===== src/rtl/mux2_arbiter_pkg.sv =====
// Shared types and grant encodings for the two-requester round-robin arbiter.
package mux2_arbiter_pkg;

    typedef enum logic [1:0] {IDLE, G0, G1} arb_state_t;

    localparam logic [1:0] GNT_NONE = 2'b00;
    localparam logic [1:0] GNT0     = 2'b01;
    localparam logic [1:0] GNT1     = 2'b10;

    function automatic logic [1:0] gnt_of(arb_state_t s);
        case (s)
            G0:      return GNT0;
            G1:      return GNT1;
            default: return GNT_NONE;
        endcase
    endfunction

endpackage


===== src/rtl/mux2_arbiter_if.sv =====
// Request/data/grant bundle between the two requesters, the arbiter and the consumer.
interface mux2_arbiter_if;
    logic [1:0] req;
    logic [1:0] din;
    logic [1:0] gnt;
    logic       sel;
    logic       busy;
    logic       out;

    modport master (output req, din, input gnt, sel, busy, out);
    modport slave  (input req, din, output gnt, sel, busy, out);
endinterface


===== src/rtl/mux2_arbiter_mux2_1.sv =====
// Plain 2:1 bit selector driven by the arbiter's registered select.
module mux2_1 (
    input  logic i0,
    input  logic i1,
    input  logic sel,
    output logic o
);
    assign o = sel ? i1 : i0;
endmodule


===== src/rtl/mux2_arbiter.sv =====
// Round-robin arbiter for two bit sources sharing one line, with a hold limit
// that forces a handoff so neither requester can starve the other.
module mux2_arbiter
    import mux2_arbiter_pkg::*;
#(
    parameter int MAX_HOLD = 8
) (
    input  logic           clk,
    input  logic           reset,
    mux2_arbiter_if.slave  bus
);

    localparam int HW = $clog2(MAX_HOLD);
    localparam logic [HW-1:0] HOLD_MAX = HW'(MAX_HOLD - 1);

    arb_state_t    state, state_nxt;
    logic [HW-1:0] hold, hold_nxt;
    logic          last;
    logic [1:0]    gnt_q;
    logic          sel_q, busy_q;
    logic          mux_o;

    // last==1 means requester 1 won most recently, so requester 0 takes the tie.
    always_comb begin
        state_nxt = state;
        case (state)
            IDLE: begin
                case (bus.req)
                    2'b01:   state_nxt = G0;
                    2'b10:   state_nxt = G1;
                    2'b11:   state_nxt = last ? G0 : G1;
                    default: state_nxt = IDLE;
                endcase
            end
            G0: begin
                if (bus.req[0] && (!bus.req[1] || hold != HOLD_MAX)) state_nxt = G0;
                else if (bus.req[1])                                 state_nxt = G1;
                else                                                 state_nxt = IDLE;
            end
            G1: begin
                if (bus.req[1] && (!bus.req[0] || hold != HOLD_MAX)) state_nxt = G1;
                else if (bus.req[0])                                 state_nxt = G0;
                else                                                 state_nxt = IDLE;
            end
            default: state_nxt = IDLE;
        endcase
    end

    // Counter restarts on any grant change and saturates while the holder stays.
    always_comb begin
        hold_nxt = '0;
        if (state_nxt == state && state != IDLE)
            hold_nxt = (hold == HOLD_MAX) ? hold : hold + 1'b1;
    end

    always_ff @(posedge clk or posedge reset) begin
        if (reset) begin
            state  <= IDLE;
            hold   <= '0;
            last   <= 1'b1;
            gnt_q  <= GNT_NONE;
            sel_q  <= 1'b0;
            busy_q <= 1'b0;
        end else begin
            state  <= state_nxt;
            hold   <= hold_nxt;
            gnt_q  <= gnt_of(state_nxt);
            busy_q <= (state_nxt != IDLE);
            // sel keeps its value through IDLE so the mux input stays stable
            if (state_nxt == G0) begin
                sel_q <= 1'b0;
                last  <= 1'b0;
            end else if (state_nxt == G1) begin
                sel_q <= 1'b1;
                last  <= 1'b1;
            end
        end
    end

    mux2_1 u_mux (
        .i0  (bus.din[0]),
        .i1  (bus.din[1]),
        .sel (sel_q),
        .o   (mux_o)
    );

    assign bus.gnt  = gnt_q;
    assign bus.sel  = sel_q;
    assign bus.busy = busy_q;
    assign bus.out  = mux_o & busy_q;

endmodule


===== src/flat_wrapper.sv =====
// flat-port wrapper written by rule: the top's interface ports become plain ports
module mux2_arbiter_flat import mux2_arbiter_pkg::*;
#(
    parameter int MAX_HOLD = 8
)
  (clk, reset, bus_req, bus_din, bus_gnt, bus_sel, bus_busy, bus_out);
  mux2_arbiter_if bus_i ();
  input  logic clk;
  input  logic reset;
  input wire logic [$bits(bus_i.req)-1:0] bus_req;
  input wire logic [$bits(bus_i.din)-1:0] bus_din;
  output wire logic [$bits(bus_i.gnt)-1:0] bus_gnt;
  output wire logic [$bits(bus_i.sel)-1:0] bus_sel;
  output wire logic [$bits(bus_i.busy)-1:0] bus_busy;
  output wire logic [$bits(bus_i.out)-1:0] bus_out;
  assign bus_i.req = bus_req;
  assign bus_i.din = bus_din;
  assign bus_gnt = bus_i.gnt;
  assign bus_sel = bus_i.sel;
  assign bus_busy = bus_i.busy;
  assign bus_out = bus_i.out;
  mux2_arbiter #(.MAX_HOLD(MAX_HOLD)) u_core (.clk(clk), .reset(reset), .bus(bus_i));
endmodule

===== config.mk =====
export PLATFORM = sky130hd
export DESIGN_NAME = mux2_arbiter_flat
export DESIGN_NICKNAME = d
export VERILOG_FILES = /design/src/rtl/mux2_arbiter_pkg.sv /design/src/rtl/mux2_arbiter_if.sv /design/src/rtl/mux2_arbiter_mux2_1.sv /design/src/rtl/mux2_arbiter.sv /design/src/flat_wrapper.sv
export SDC_FILE = /design/constraint.sdc
export NUM_CORES = 1
export LEC_CHECK = 0
export CAP_MARGIN = 10
export CELL_PAD_IN_SITES_DETAIL_PLACEMENT = 1
export CELL_PAD_IN_SITES_GLOBAL_PLACEMENT = 2
export CORE_MARGIN = 1
export CORE_UTILIZATION = 31
export DETAILED_ROUTE_END_ITERATION = 16
export PLACE_DENSITY_LB_ADDON = 0.25
export SYNTH_ARGS = -nofsm -noshare
export SYNTH_HDL_FRONTEND = slang
export SYNTH_SLANG_ARGS = --single-unit

===== constraint.sdc =====
create_clock -name clk -period 2.9 [get_ports clk]
set_clock_uncertainty 0.2 [all_clocks]
set_input_delay 0.725 -clock clk [delete_from_list [all_inputs] [get_ports clk]]
set_output_delay 0.725 -clock clk [all_outputs]
set_load 0.01 [all_outputs]

# Word level (Yosys, flattened, before mapping)

Cells that the tools add are included.
Widths: inputs -> output; s select.

Add/sub/neg operators: 1
Multipliers: 0
Div/mod/pow operators: 0
$lt $le $gt $ge: 0
Equality and inequality tests: 11
Shift-type cells: 0
Muxes and demuxes: 13
Bitwise operators: 1
Reduce and logical (&&, ||, !) cells: 11

Operator list:

| kind                | number |
|---|---|
| $pmux 2 s3          | 2 |
| $eq 2x2->1 const B  | 4 |
| $mux 2              | 4 |
| $eq 2x1->1 const B  | 3 |
| $mux 3              | 2 |
| $reduce_bool 2->1   | 3 |
| $mux 1              | 4 |
| $pmux 2 s2          | 1 |
| $add 3x1->3 const B | 1 |
| $eq 3x3->1 const B  | 1 |
| $logic_and 1x1->1   | 3 |
| $ne 3x3->1 const B  | 1 |
| $eq 2x2->1          | 1 |
| $logic_not 1->1     | 2 |
| $logic_not 2->1     | 1 |
| $logic_or 1x1->1    | 2 |
| $ne 2x2->1 const B  | 1 |
| $and 1x1->1         | 1 |

Register bits after elaboration: 10
Bits in latches: 0
RAM bits: 0
ROM bits: 0
Memories: 0

# Longest topological paths before layout

Gate-level depths: netlist of run 1.

Depth in word-level cells: 8
Gate-level depth with buffers: 9
Mapped depth without buffers: 8

# Cells and area by module

A second synthesis of run 1 with hierarchy kept.

Cell total of the unflattened synthesis: 48
Area total of the unflattened synthesis: 544.3 um^2

Modules (own cells, without submodules):

| module       | times used | cells an instance | area an instance (um^2) |
|---|---|---|---|
| mux2_arbiter | 1          | 47                | 529.3 |
| mux2_1       | 1          | 1                 | 15.0 |

# Least setup slack after synthesis of run 1

No wires, ideal clock.

Kind: reg-to-reg
Start point: register u_core.hold[0]
End point: register u_core.sel_q, in the netlist u_core.bus.sel
Arrival time: 1.919 ns
Data required time: 2.576 ns
Setup slack: 0.657 ns
Stages on the path, launching flop included: 10
Buffers on the path: 1
Clock period less this slack: 2.243 ns
Cell sequence: dfrtp_1 -> ha_1 -> ha_1 -> buf_6 -> mux2_4 -> a21oi_2 -> o211ai_1 -> ha_1 -> nor2_1 -> a21oi_1

Cells in the longest elaborated chain, start to end: 7
Elaborated cells on any way between the ends: 12

RTL lines:

| item                                               | line                                   | text |
|---|---|---|
| start: declaration                                 | mux2_arbiter.sv:17                     | `logic [HW-1:0] hold, hold_nxt;` |
| start signal: assignment                           | mux2_arbiter.sv:66                     | `hold <= hold_nxt;` |
| $ne 3x3->1 *                                       | mux2_arbiter.sv:36, mux2_arbiter.sv:41 |  |
| $logic_or 1x1->1 (on tied branches)                | mux2_arbiter.sv:41, mux2_arbiter.sv:36 |  |
| $logic_and 1x1->1 (on tied branches)               | mux2_arbiter.sv:41, mux2_arbiter.sv:36 |  |
| $mux 2 (on tied branches)                          | mux2_arbiter.sv:41, mux2_arbiter.sv:36 |  |
| $pmux 2 s3 *                                       | mux2_arbiter.sv:26                     | `case (state)` |
| $eq 2x1->1 / $eq 2x2->1 (equally long branches)    | mux2_arbiter.sv:70, mux2_arbiter.sv:73 |  |
| $mux 1 / $reduce_bool 2->1 (equally long branches) | n/a                                    |  |
| end signal: assignment                             | mux2_arbiter.sv:62                     | `sel_q <= 1'b0;` |
| end signal: assignment                             | mux2_arbiter.sv:71                     | `sel_q <= 1'b0;` |
| end signal: assignment                             | mux2_arbiter.sv:74                     | `sel_q <= 1'b1;` |
| end: declaration                                   | mux2_arbiter.sv:20                     | `logic sel_q, busy_q;` |

Every way passes the cells marked *; elsewhere a longest branch is shown, timed or not.
A chain may end at the register's enable or synchronous reset.

# Final worst setup path of run 1

Start point: input bus_din[1]
End point: output bus_out

Cells in the longest elaborated chain, start to end: 2

RTL lines:

| item               | line                     | text |
|---|---|---|
| start: declaration | flat_wrapper.sv:11       | `input wire logic [$bits(bus_i.din)-1:0] bus_din;` |
| $mux 1             | mux2_arbiter_mux2_1.sv:8 | `assign o = sel ? i1 : i0;` |
| $and 1x1->1        | mux2_arbiter.sv:90       | `assign bus.out = mux_o & busy_q;` |
| end: declaration   | flat_wrapper.sv:15       | `output wire logic [$bits(bus_i.out)-1:0] bus_out;` |

Every way passes these cells.

==> flow_summary_export.csv, run 1 <==
group,metric,value,unit
critical_path,worstRegToRegCells,8,
clock_tree,clock_sinks,10,
placement,globalplace.congestion,0.662,
timing,rsz0062_at_grt,"false",
critical_path,cpMaxStageDelayCell,"clkdlybuf4s50_1",
grt,busiest_layer,"met2",
synth,avgSynthCellArea,12.0,um^2
synth,ys_ff_latch,10,
synth,yosysSeqAreaShare,0.456,
timing,min_period,2.81,ns
power,power.internal,0.000319,W
grt,grtUsageMet1,0.155,
critical_path,cp-start-kind,"input pin",
grt,grt_use_total,0.135,
timing,slew_headroom,0.745,
power,leakage,0.328,nW
grt,grt_pass1_wl,1.77,mm
layout,drive_gt1_frac,0.169,
placement,dp_hpwl,807,um
layout,fill_cells,168,
synth,synth_edf_count,0,
clock_tree,cts-resized-gates,0,
critical_path,worstPathArrival,1.89,ns
floorplanning,rows,14,
route,drcViolationCount,0,
synth,ys_types,21,
layout,regArea,251,um^2
layout,multiInputGateArea,278,um^2
timing,hold_viol_final,0,
clock_tree,cts-root-buf,"clkbuf_4",
layout,final_area,697,um^2
clock_tree,h-tree-depth,1,
power,switchingPower,0.000131,W
critical_path,r2r_setup_slack,0.46,ns
power,power.share.clock,0.276,
synth,synth.top_cell.area_share,0.408,
critical_path,end_kind,"output port",
route,firstDrtPassIters,4,
grt,grt.met2_usage,0.218,
status,status,"completed",
grt,grt_pass1_vias,385,
synth,synthCells,46,
placement,io_buffers,10,
synth,yosys.area.top_type,"dfrtp_1",
synth,synth_ff_type,"dfrtp_1",
power,switching_share,0.292,
power,power_density,646,nW/um^2
critical_path,crit_fanout,1,
floorplanning,dieHeight,44.2,um
layout,antenna_cells,0,
layout,final_net_count,72,
route,routed_wl,994,um
critical_path,crit_top_cell,"clkdlybuf4s50_1",
grt,grt_max_degree,11,
critical_path,cp-startpoint,"bus_din[1]",
clock_tree,clk_path_buf_depth,2,
clock_tree,post-cts-setup-buffers,0,
grt,grtUsageMet3,0.0367,
clock_tree,cts_buffers,3,
power,power_frac_seq,0.432,
timing,finalMaxSlewViolations,0,
grt,overflow,0,
critical_path,r2r-end,"u_core.bus.sel$_DFFE_PP0P_",
critical_path,crit_type,"in -> out",
critical_path,worstPathCellList,"clkdlybuf4s50_1 > mux2i_1 > nor2b_1 > clkdlybuf4s50_1",
route,viasPerCell,4.85,
synth,syn-num-nets,58,
timing,layout_worst_path_cycle_share,0.970,
timing,tightestPinTransition,0.382,ns
timing,setup_tns,0,ns
floorplanning,fp.dieArea,1950,um^2
critical_path,timing.rr.start,"u_core.hold[0]$_DFFE_PP0P_",
synth,post-synth-top-count-cell,"dfrtp_1",
route,ant_nets,0,
timing,timing.hold.ws,0.336,ns
floorplanning,fp.dieW,44.2,um
route,wl_per_cell,13.3,um
flow_run,maxCapViolCount,0,
grt,antenna_found_initial,0,
critical_path,critPathMaxStageDelay,0.53,ns
placement,placedInstanceArea,661,um^2
clock_tree,cts_tree,"yes",
placement,pre_cts_slack,0.0763,ns
layout,syn_to_final_growth,26.3,%
timing,fmax,355,MHz
route,vias,364,
critical_path,crit_end,"bus_out",
critical_path,required,1.98,ns
clock_tree,hold_buffers,0,
timing,final_critical_path_setup_slack,0.0856,ns
synth,yosysWarnings,0,
synth,synth.area.top_cells,"dfrtp_1 (41%), ha_1 (14%), a21oi_1 (5.4%), mux2i_1 (5.4%), dfstp_2 (4.8%)",
synth,async_flop_share,1.00,
synth,syn_area,552,um^2
floorplanning,initial_core_util,0.350,
power,ir_drop,0.000260,V
clock_tree,clkSlewWorstSetupHoldPaths,0.06,ns
clock_tree,insertion_delay,0.26,ns
route,drt_iter0_drc,6,
hold_path,min_path_type,"reg -> reg",
power,p_comb_frac,0.292,
synth,synthTopCellsByCount,"dfrtp_1 (9), a21oi_1 (6), ha_1 (6), inv_1 (3), mux2i_1 (3)",
floorplanning,coreArea,1580,um^2
floorplanning,num_io_pins,11,
timing,setup_viol,0,
[stage by stage]
step	power [W]	std cells	utilization
floorplan	0.000274	46	-
global placement	0.000328	71	0.419
detailed placement	0.000332	71	0.419
CTS	0.000460	75	0.442
global route	0.000484	75	0.442
finish	0.000450	75	0.442
[layout by cell type (no fill, tap or decap)]
| cell type | synthesis | layout |
|---|---|---|
| clkdlybuf4s50_1 | 0 | 10 |
| dfrtp_1 | 9 | 9 |
| a21oi_1 | 6 | 6 |
| ha_1 | 6 | 6 |
| mux2i_1 | 3 | 3 |
| inv_1 | 3 | 3 |
| clkbuf_4 | 0 | 3 |
| nor2_1 | 2 | 2 |
| nand3b_1 | 2 | 2 |
| nand2_1 | 2 | 2 |
| o22a_1 | 1 | 1 |
| a21o_2 | 1 | 1 |
| mux2_4 | 1 | 1 |
| mux2i_4 | 1 | 1 |
| o21ai_2 | 1 | 1 |
| a21oi_2 | 1 | 1 |
| o211a_1 | 1 | 1 |
| o211ai_1 | 1 | 1 |
| a21o_1 | 1 | 1 |
| nor2b_1 | 1 | 1 |
| xor2_1 | 1 | 1 |
| clkbuf_8 | 0 | 1 |
| dfstp_2 | 1 | 1 |
[state kept, by name (all words and copies together), names as in the netlist]
signal and count:
u_core.hold 3, u_core.bus.gnt 2, u_core.state 2, u_core.bus.busy 1, u_core.bus.sel 1, u_core.last 1
[worst max-delay path, delay by kind of cell]
family | cells | cell delay (ns)
simple gates | 1 | 0.10
buf+inv | 2 | 0.99
mux | 1 | 0.06
[metal layers]
metal / vias up / wire (um)
li1: 188 / -
met1: 172 / 441
met2: 2 / 521
met3: 2 / 19
met4: 0 / 12
met5: - / 0
[kinds of logic (layout without fill, tap and decap cells)]
group	Yosys count	after routing	share of synthesized area
adder cells (fa/ha/maj)	6	6	0.136
AND/OR/NAND/NOR	7	7	0.0658
multiplexers	5	5	0.122
AO/OA/AOI/OAI	13	13	0.163
XOR/XNOR	1	1	0.0159
buffers and inverters	4	17	0.0408
flip-flops	10	10	0.456
[how the worst min path moves through the flow]
stage | start | end | depth (start not counted)
floorplan | u_core.last$_DFFE_PP1P_ | u_core.last$_DFFE_PP1P_ | 2
finish | u_core.last$_DFFE_PP1P_ | u_core.last$_DFFE_PP1P_ | 2
global route | u_core.last$_DFFE_PP1P_ | u_core.last$_DFFE_PP1P_ | 2
global placement | u_core.last$_DFFE_PP1P_ | u_core.last$_DFFE_PP1P_ | 2
CTS | u_core.last$_DFFE_PP1P_ | u_core.last$_DFFE_PP1P_ | 2
detailed placement | u_core.last$_DFFE_PP1P_ | u_core.last$_DFFE_PP1P_ | 2
[power groups by stage]
stage	Clock [W]	Combinational (W)	Sequential [W]
6_report	0.000124	0.000131	0.000195
2_1_floorplan	0	0.0000742	0.000199
3_5_place_dp	0	0.000133	0.000199
4_1_cts	0.000129	0.000135	0.000196
5_1_grt	0.000135	0.000148	0.000200
3_3_place_gp	0	0.000131	0.000197
[cell type report]
cell class,instances,area share
Tap cell,16,0.0287
Multi-Input combinational cell,32,0.399
Sequential cell,10,0.361
Inverter,3,0.0162
Timing Repair Buffer,10,0.144
Clock buffer,4,0.0521
(Power assumes the default switching activity.)
==> run 2: changes to the inputs <==
SLEW_MARGIN = 20   (was default)
TNS_END_PERCENT = 1   (was default)
==> results of run 2 <==
The final DEF is identical to that of run 1; final timing and power are the same.
